$ cat config.mk
export PLATFORM = sky130hd
export DESIGN_NAME = uart_tx_arbiter
export DESIGN_NICKNAME = d
export VERILOG_FILES = /design/src/rtl/uart_tx_arbiter.sv
export SDC_FILE = /design/constraint.sdc
export NUM_CORES = 1
export LEC_CHECK = 0
export BUFFER_PORTS_ARGS = -buffer_cell sky130_fd_sc_hd__clkbuf_2
export CAP_MARGIN = 20
export CORE_MARGIN = 10
export CORE_UTILIZATION = 30
export CTS_CLUSTER_SIZE = 16
export DETAILED_ROUTE_END_ITERATION = 7
export GPL_TIMING_DRIVEN = 0
export PLACE_DENSITY = 0.62
export SYNTH_ARGS = -nofsm -noshare
export SYNTH_HDL_FRONTEND = slang
export SYNTH_SLANG_ARGS = --single-unit
$ cat constraint.sdc
create_clock -name clk_i -period 3.3 [get_ports clk_i]
set_clock_uncertainty 0.2 [all_clocks]
set_input_delay 0.33 -clock clk_i [delete_from_list [all_inputs] [get_ports clk_i]]
set_output_delay 0.33 -clock clk_i [all_outputs]
set_load 0.1 [all_outputs]
$ cat src/rtl/uart_tx_arbiter.sv
// rtl/uart_tx_arbiter.sv - round-robin arbiter sharing one uart_tx between N_REQ byte producers
//
// Purpose:
//   Grants one requester at a time, forwards its byte to uart_tx as a single
//   Wishbone classic write, and pulses ack_o back to that requester when
//   uart_tx acknowledges. A requester holding lock_i when its byte completes
//   keeps the grant so that multi-byte messages are not interleaved.
//
// Ports:
//   clk_i     - clock
//   rst_i     - synchronous active-high reset
//   req_i     - per-requester send request, held with stable data until ack_o
//   lock_i    - per-requester lock, sampled when a byte completes
//   dat_i     - requester k data in bits [k*DAT_WIDTH +: DAT_WIDTH]
//   ack_o     - one-cycle pulse, byte from requester k accepted by uart_tx
//   grant_o   - one-hot current owner, zero when no owner
//   wb_cyc_o  - Wishbone cycle to uart_tx
//   wb_stb_o  - Wishbone strobe (same flop as wb_cyc_o)
//   wb_we_o   - Wishbone write enable (same flop as wb_cyc_o)
//   wb_dat_o  - byte to transmit
//   wb_ack_i  - ack from uart_tx

module uart_tx_arbiter #(
    parameter int N_REQ     = 4,
    parameter int DAT_WIDTH = 8
) (
    input  logic                       clk_i,
    input  logic                       rst_i,
    input  logic [N_REQ-1:0]           req_i,
    input  logic [N_REQ-1:0]           lock_i,
    input  logic [N_REQ*DAT_WIDTH-1:0] dat_i,
    output logic [N_REQ-1:0]           ack_o,
    output logic [N_REQ-1:0]           grant_o,
    output logic                       wb_cyc_o,
    output logic                       wb_stb_o,
    output logic                       wb_we_o,
    output logic [DAT_WIDTH-1:0]       wb_dat_o,
    input  logic                       wb_ack_i
);

    localparam int IW = (N_REQ > 1) ? $clog2(N_REQ) : 1;

    typedef enum logic [1:0] {
        S_IDLE,
        S_XFER,
        S_DONE,
        S_HOLD
    } state_t;

    state_t               state_q, state_d;
    logic [N_REQ-1:0]     grant_q, grant_d;
    logic [N_REQ-1:0]     ack_q, ack_d;
    logic                 cyc_q, cyc_d;
    logic [DAT_WIDTH-1:0] dat_q, dat_d;
    // Index of the most recent grant; doubles as the current owner index
    // while grant_q is non-zero.
    logic [IW-1:0]        last_q, last_d;

    logic [DAT_WIDTH-1:0] dat_arr [N_REQ];
    logic                 pick_vld;
    logic [IW-1:0]        pick_idx;

    for (genvar k = 0; k < N_REQ; k++) begin : g_unpack
        assign dat_arr[k] = dat_i[k*DAT_WIDTH +: DAT_WIDTH];
    end

    // Round-robin search: first set request starting just after last_q,
    // wrapping modulo N_REQ, so the last winner has lowest priority.
    always_comb begin
        int            idx;
        logic [IW-1:0] idx_w;
        pick_vld = 1'b0;
        pick_idx = '0;
        idx      = 0;
        idx_w    = '0;
        for (int i = 1; i <= N_REQ; i++) begin
            idx   = (int'(last_q) + i) % N_REQ;
            idx_w = IW'(idx);
            if (!pick_vld && req_i[idx_w]) begin
                pick_vld = 1'b1;
                pick_idx = idx_w;
            end
        end
    end

    always_comb begin
        state_d = state_q;
        grant_d = grant_q;
        ack_d   = '0;
        cyc_d   = cyc_q;
        dat_d   = dat_q;
        last_d  = last_q;
        case (state_q)
            S_IDLE: begin
                if (pick_vld) begin
                    grant_d = N_REQ'(1) << pick_idx;
                    dat_d   = dat_arr[pick_idx];
                    cyc_d   = 1'b1;
                    last_d  = pick_idx;
                    state_d = S_XFER;
                end
            end
            S_XFER: begin
                // Requests are not looked at here; the byte always runs to completion.
                if (wb_ack_i) begin
                    cyc_d   = 1'b0;
                    ack_d   = grant_q;
                    state_d = S_DONE;
                end
            end
            S_DONE: begin
                // One dead cycle lets the owner drop req_i in response to ack_o
                // without it being mistaken for a new request.
                if (lock_i[last_q]) begin
                    state_d = S_HOLD;
                end else begin
                    grant_d = '0;
                    state_d = S_IDLE;
                end
            end
            S_HOLD: begin
                if (req_i[last_q]) begin
                    dat_d   = dat_arr[last_q];
                    cyc_d   = 1'b1;
                    state_d = S_XFER;
                end else if (!lock_i[last_q]) begin
                    grant_d = '0;
                    state_d = S_IDLE;
                end
            end
            default: begin
                grant_d = '0;
                cyc_d   = 1'b0;
                state_d = S_IDLE;
            end
        endcase
    end

    always_ff @(posedge clk_i) begin
        if (rst_i) begin
            state_q <= S_IDLE;
            grant_q <= '0;
            ack_q   <= '0;
            cyc_q   <= 1'b0;
            dat_q   <= '0;
            last_q  <= IW'(N_REQ - 1);
        end else begin
            state_q <= state_d;
            grant_q <= grant_d;
            ack_q   <= ack_d;
            cyc_q   <= cyc_d;
            dat_q   <= dat_d;
            last_q  <= last_d;
        end
    end

    assign ack_o    = ack_q;
    assign grant_o  = grant_q;
    assign wb_cyc_o = cyc_q;
    assign wb_stb_o = cyc_q;
    assign wb_we_o  = cyc_q;
    assign wb_dat_o = dat_q;

endmodule

==> flow_summary.ini, run 1 <==
[status]
outcome = complete, no violations

[yosys]
yosysTopAreaCell = dfxtp_1
async_flop_share_pct = 0
postSynthCellCount = 160
synth.avg_cell_area_um2 = 9.71
synth_area_um2 = 1550
netlist.area_leader.share_pct = 27.1
synth_edf_count = 0
ys_seq_area_share_pct = 27.1
ys_top_cells_by_area = dfxtp_1 27%, mux4_2 12%, a21oi_1 5.8%
ys_types = 46
synth_nets = 203
synth_ff_type = dfxtp_1
yosys_warnings = 0
ys_seq_elements = 21

[cts]
htree_levels = 1
cts_made_buffers = 3
cts_root_buf = clkbuf_8
cts.repair.resized = 0
holdBufCountCts = 0
cts_buffer_depth = 2
clkSinkCount = 21
cts_tree = done
insertion_delay_ps = 270
cts_setup_buffers = 0
cts.clk_slew.worst_paths_ps = 90

[place]
io_buffers = 61
dp.cells = 291
place_area_um2 = 1950
dpl.hpwl_um = 3800
place_congestion = 0.828
pre_cts_slack_ps = 1220

[timing]
final.period_utilization_pct = 62.1
setup_tns_ps = 0
layout_setup_ws_ps = 1250
max_freq_ghz = 0.488
whs_ps = 217
slew_viol_final = 0
tightest_slew_ps = 663
finalSetupViolations = 0
max-slew-margin-rel_pct = 55.6
final-hold-violation-count = 0
period_minus_slack_ps = 2050
rsz0062_at_grt = false

[layout]
finalNonFillerCells = 295
layout-drive-gt1-share_pct = 44.9
final_nets = 269
final_cell_area_um2 = 2000
area_delta_synth_final_pct = 28.4
fin_util_pct = 39.3
antennaDiodeCount = 0

[global_routing]
grt_pass1_wl_um = 8090
track_usage_pct = 11.6
antenna_found_initial = 0
grt_pass1_vias = 1642
grt_overflow = 0
grt_start_max_net_pins = 14

[routing]
vias = 1514
dr.pass1.iters = 4
ant_nets = 0
drt_iter0_markers = 135
routed_wl_um = 4720
drc_errors = 0
via_per_inst = 5.13
wl_per_cell_um = 16.0

[pwr]
power_uw = 975
ir_drop_mv = 0.166
p_per_area_nw_per_um2 = 489
power_leakage_nw = 0.894

[worst_setup_path]
cp-startpoint = last_q[0]
worst_ep_required_time_ps = 3290
r2r-start = last_q[0]
startpoint_type = flop
critPathCaptureType = flop
arrival_ps = 2040
path_class = reg -> reg
cp_max_fo = 10

[die]
io_pins = 62
core_area_um2 = 5070
die_h_um = 92.0
num_rows = 26
dieArea_um2 = 8460
die_w_um = 92.0
initial_core_util_pct = 30.6

[hold_path]
min_from = rst_i
hp-class = in -> reg

[run]
maxCapViolations = 0
==> placed cells by master (no fill, tap or decap), types with 2 or more instances in the layout <==
master,count
a211o_1,2
a21oi_1,18
a221o_1,3
a221oi_1,6
a22o_1,4
and2_1,6
and2b_1,2
buf_4,4
buf_6,3
clkbuf_1,2
clkbuf_2,61
clkbuf_8,5
dfxtp_1,21
inv_1,2
mux2i_1,6
mux4_2,8
mux4_4,2
nand2_1,9
nand2b_1,3
nor2_1,17
nor3_1,3
nor3_2,2
nor3b_1,4
o21ai_0,6
o22ai_1,2
o31ai_1,2
==> critical path, cell delays in order (launching register included) <==
cell,delay [ps]
dfxtp_1,310
buf_6,130
buf_6,150
o22ai_1,150
a21oi_1,60
nor2_1,530
a221oi_1,200
o31ai_1,240
==> final timing paths <==
kind | end | slack [ps] | cells past startpoint
max | wb_dat_o[4] | 1250 | 7
min | wb_dat_o[5] | 220 | 4
max reg2reg | wb_dat_o[4] | 1250 | 7
min reg2reg | wb_dat_o[5] | 260 | 2
==> power breakdown <==
| part | internal (mW) | switching (mW) | leakage (nW) |
|---|---|---|---|
| registers | 0.279 | 0.0174 | 0.172 |
| logic | 0.170 | 0.325 | 0.700 |
| clock network | 0.0855 | 0.0983 | 0.0217 |
| total | 0.535 | 0.441 | 0.894 |
==> logic make-up after synthesis <==
logic type | after synthesis | share of synthesized area, %
AOI/OAI and AO/OA | 55 | 27.9
buffers and inverters | 15 | 7.57
DFF | 21 | 27.1
muxes | 17 | 19.4
and+or+nand+nor | 52 | 18.1
==> cell usage after synthesis, types with 2 or more instances <==
cell type and number:
dfxtp_1 21, a21oi_1 18, nor2_1 17, nand2_1 9, mux4_2 8, a221oi_1 6, and2_1 6, mux2i_1 6
o21ai_0 6, a22o_1 4, buf_4 4, nor3b_1 4, a221o_1 3, buf_6 3, nand2b_1 3, nor3_1 3
a211o_1 2, and2b_1 2, clkbuf_1 2, clkbuf_8 2, inv_1 2, mux4_4 2, nor3_2 2, o22ai_1 2
o31ai_1 2
==> routing by layer <==
metal / vias to the layer above / wire (um) / global-route usage [%]
li1: 751 / - / -
met1: 706 / 2110 / 14.3
met2: 53 / 2250 / 18.8
met3: 4 / 302 / 2.69
met4: 0 / 58 / 4.88
met5: - / 0 / 0
==> flip-flops by register name, summed over array words and instances, names as in the netlist <==
name      flops
ack_o         4
grant_o       4
last_q        2
state_q       2
wb_cyc_o      1
wb_dat_o      8
==> area by class of cell <==
class / count / area, um^2
plain buffers: 12 / 106
inverters: 3 / 11.3
repair buffers: 61 / 305
fillers: 539 / 3080
clock buffers: 3 / 41.3
flip-flops and latches: 21 / 420
clock inverters: 1 / 7.51
multi-input cells: 124 / 1020
well taps: 70 / 87.6
Note: power is estimated with default switching activity, not from simulation.
==> inputs of run 2 (changes only) <==
--- a/config.mk
+++ b/config.mk
@@ -12,7 +12,7 @@
 export CTS_CLUSTER_SIZE = 16
 export DETAILED_ROUTE_END_ITERATION = 7
 export GPL_TIMING_DRIVEN = 0
-export PLACE_DENSITY = 0.62
+export PLACE_DENSITY = 0.64
 export SYNTH_ARGS = -nofsm -noshare
 export SYNTH_HDL_FRONTEND = slang
 export SYNTH_SLANG_ARGS = --single-unit
==> constraint.sdc (replaced) <==
create_clock -name clk_i -period 1.8 [get_ports clk_i]
set_clock_uncertainty 0.2 [all_clocks]
set_input_delay 0.18 -clock clk_i [delete_from_list [all_inputs] [get_ports clk_i]]
set_output_delay 0.18 -clock clk_i [all_outputs]
set_load 0.1 [all_outputs]
==> flow_summary.ini, run 2 (same netlist as run 1, synthesis figures left out) <==
[worst_setup_path]
r2r-start = last_q[0]
worst_ep_required_time_ps = 1800
cp_max_fo = 8
r2r-end = wb_dat_o[7]
r2r_slack_ps = -130
reg2reg_depth = 7
startpoint_type = flop
arrival_ps = 1930
critPathCaptureType = flop
cp-startpoint = last_q[0]
path_class = reg -> reg

[timing]
final.period_utilization_pct = 107
max_freq_ghz = 0.519
rsz0062_at_grt = true
max-slew-margin-rel_pct = 64.3
final-hold-violation-count = 0
layout_setup_ws_ps = -127
tightest_slew_ps = 532
slew_viol_final = 0
finalSetupViolations = 14
whs_ps = 58.8
period_minus_slack_ps = 1930

[routing]
ant_nets = 0
top_layer = met4
wl_met1_um = 2180
drt_iter0_markers = 121
wl_per_cell_um = 16.5
routed_wl_um = 5040
vias = 1566
via_per_inst = 5.13
wl_met2_um = 2450
wl_met3_um = 373
drc_errors = 0
dr.pass1.iters = 4

[hold_path]
min_from = rst_i
min_to = wb_dat_o[5]
hold_depth = 4
hp-class = in -> reg

[global_routing]
grt_pass1_wl_um = 8140
grt_overflow = 0
antenna_found_initial = 0
track_usage_pct = 11.7
grt_pass1_vias = 1626
grt_start_max_net_pins = 13

[cts]
cts_root_buf = clkbuf_8
holdBufCountCts = 0
cts.clk_slew.worst_paths_ps = 90
cts_buffer_depth = 2
clkSinkCount = 21
insertion_delay_ps = 270
cts_made_buffers = 3
htree_levels = 1
cts_tree = done

[pwr]
p_per_area_nw_per_um2 = 873
ir_drop_mv = 0.278
power_leakage_nw = 0.982
power_mw = 1.95

[layout]
antennaDiodeCount = 0
layout.cells.most_common = clkbuf_2
final_nets = 279
layout-drive-gt1-share_pct = 57.9
largest_reg_flops = 8
area_delta_synth_final_pct = 43.7
nFillCells = 518
final_cell_mix = 61 x clkbuf_2, 19 x dfxtp_1, 14 x buf_4, 14 x nor2_1, 9 x nand2_1

[die]
die_w_um = 92.0
die_h_um = 92.0
dieArea_um2 = 8460
io_pins = 62
num_rows = 26
initial_core_util_pct = 30.6
core_area_um2 = 5070

[status]
outcome = complete, but fails checks
violations = setup timing

[place]
io_buffers = 61
place_congestion = 0.806
pre_cts_slack_ps = -231
dpl.hpwl_um = 3830

[run]
maxCapViolations = 0
[run 2: cell types whose count changed in the layout (fill, tap and decap cells not counted), moves of 2 or more]
cell | previous run | this run
nor2_1 | 17 | 14
a221oi_2 | 1 | 4
buf_4 | 4 | 14
a221oi_1 | 6 | 3
o21ai_0 | 6 | 1
dfxtp_1 | 21 | 19
nor2_4 | 1 | 4
a21oi_2 | 0 | 8
a21oi_1 | 18 | 8
a21oi_4 | 0 | 2
nand2b_1 | 3 | 1
o21ai_1 | 0 | 5
[run 2: worst max path at each step]
stage | to | slack, ps | depth (start not counted)
floorplan | wb_dat_o[7] | 1 | 7
global placement | wb_dat_o[7] | -210 | 5
detailed placement | wb_dat_o[5] | -230 | 7
CTS | wb_dat_o[4] | -130 | 7
global route | wb_dat_o[7] | -220 | 7
finish | wb_dat_o[7] | -130 | 7
[run 2: layout make-up]
class | count | area, um^2 | area share [%]
multi-input cells | 124 | 1170 | 52.5
flip-flops and latches | 21 | 425 | 19.0
repair buffers | 72 | 388 | 17.4
inverters | 3 | 11.3 | 0.504
well taps | 70 | 87.6 | 3.92
clock inverters | 1 | 5.00 | 0.224
clock buffers | 3 | 41.3 | 1.85
plain buffers | 11 | 103 | 4.59
[run 2: layer usage]
metal	vias to the layer above	track usage (%)
li1	769	-
met1	749	14.2
met2	46	18.9
met3	2	3.91
met4	0	3.98
met5	-	0
[run 2: where the power goes]
part | internal (mW) | switching [mW]
Sequential | 0.513 | 0.0369
Clock | 0.155 | 0.179
Combinational | 0.403 | 0.664
Total | 1.07 | 0.880
[run 2: per-stage QoR]
stage	area (um^2)	instances	setup TNS [ps]	utilization, %
finish	2230	305	-950	44.0
global route	2230	305	-2170	44.0
CTS	2090	299	-883	41.1
detailed placement	1950	291	-2080	38.5
global placement	1950	291	-1870	38.5
floorplan	1560	160	0	-
[run 2: repair_timing]
item / CTS / global route
endpoints found under the setup margin: 13 / 14
pin swaps: 7 / 17
gates resized for setup: 12 / 28
buffers inserted: 4 / 8
hold endpoints to repair: 0 / 0
[run 2: critical path, stage by stage (launching register included)]
cell	delay, ps
dfxtp_2	330
buf_6	130
and2b_1	200
a211oi_2	230
o32ai_4	200
mux2i_1	160
mux2_4	290
o211ai_2	120
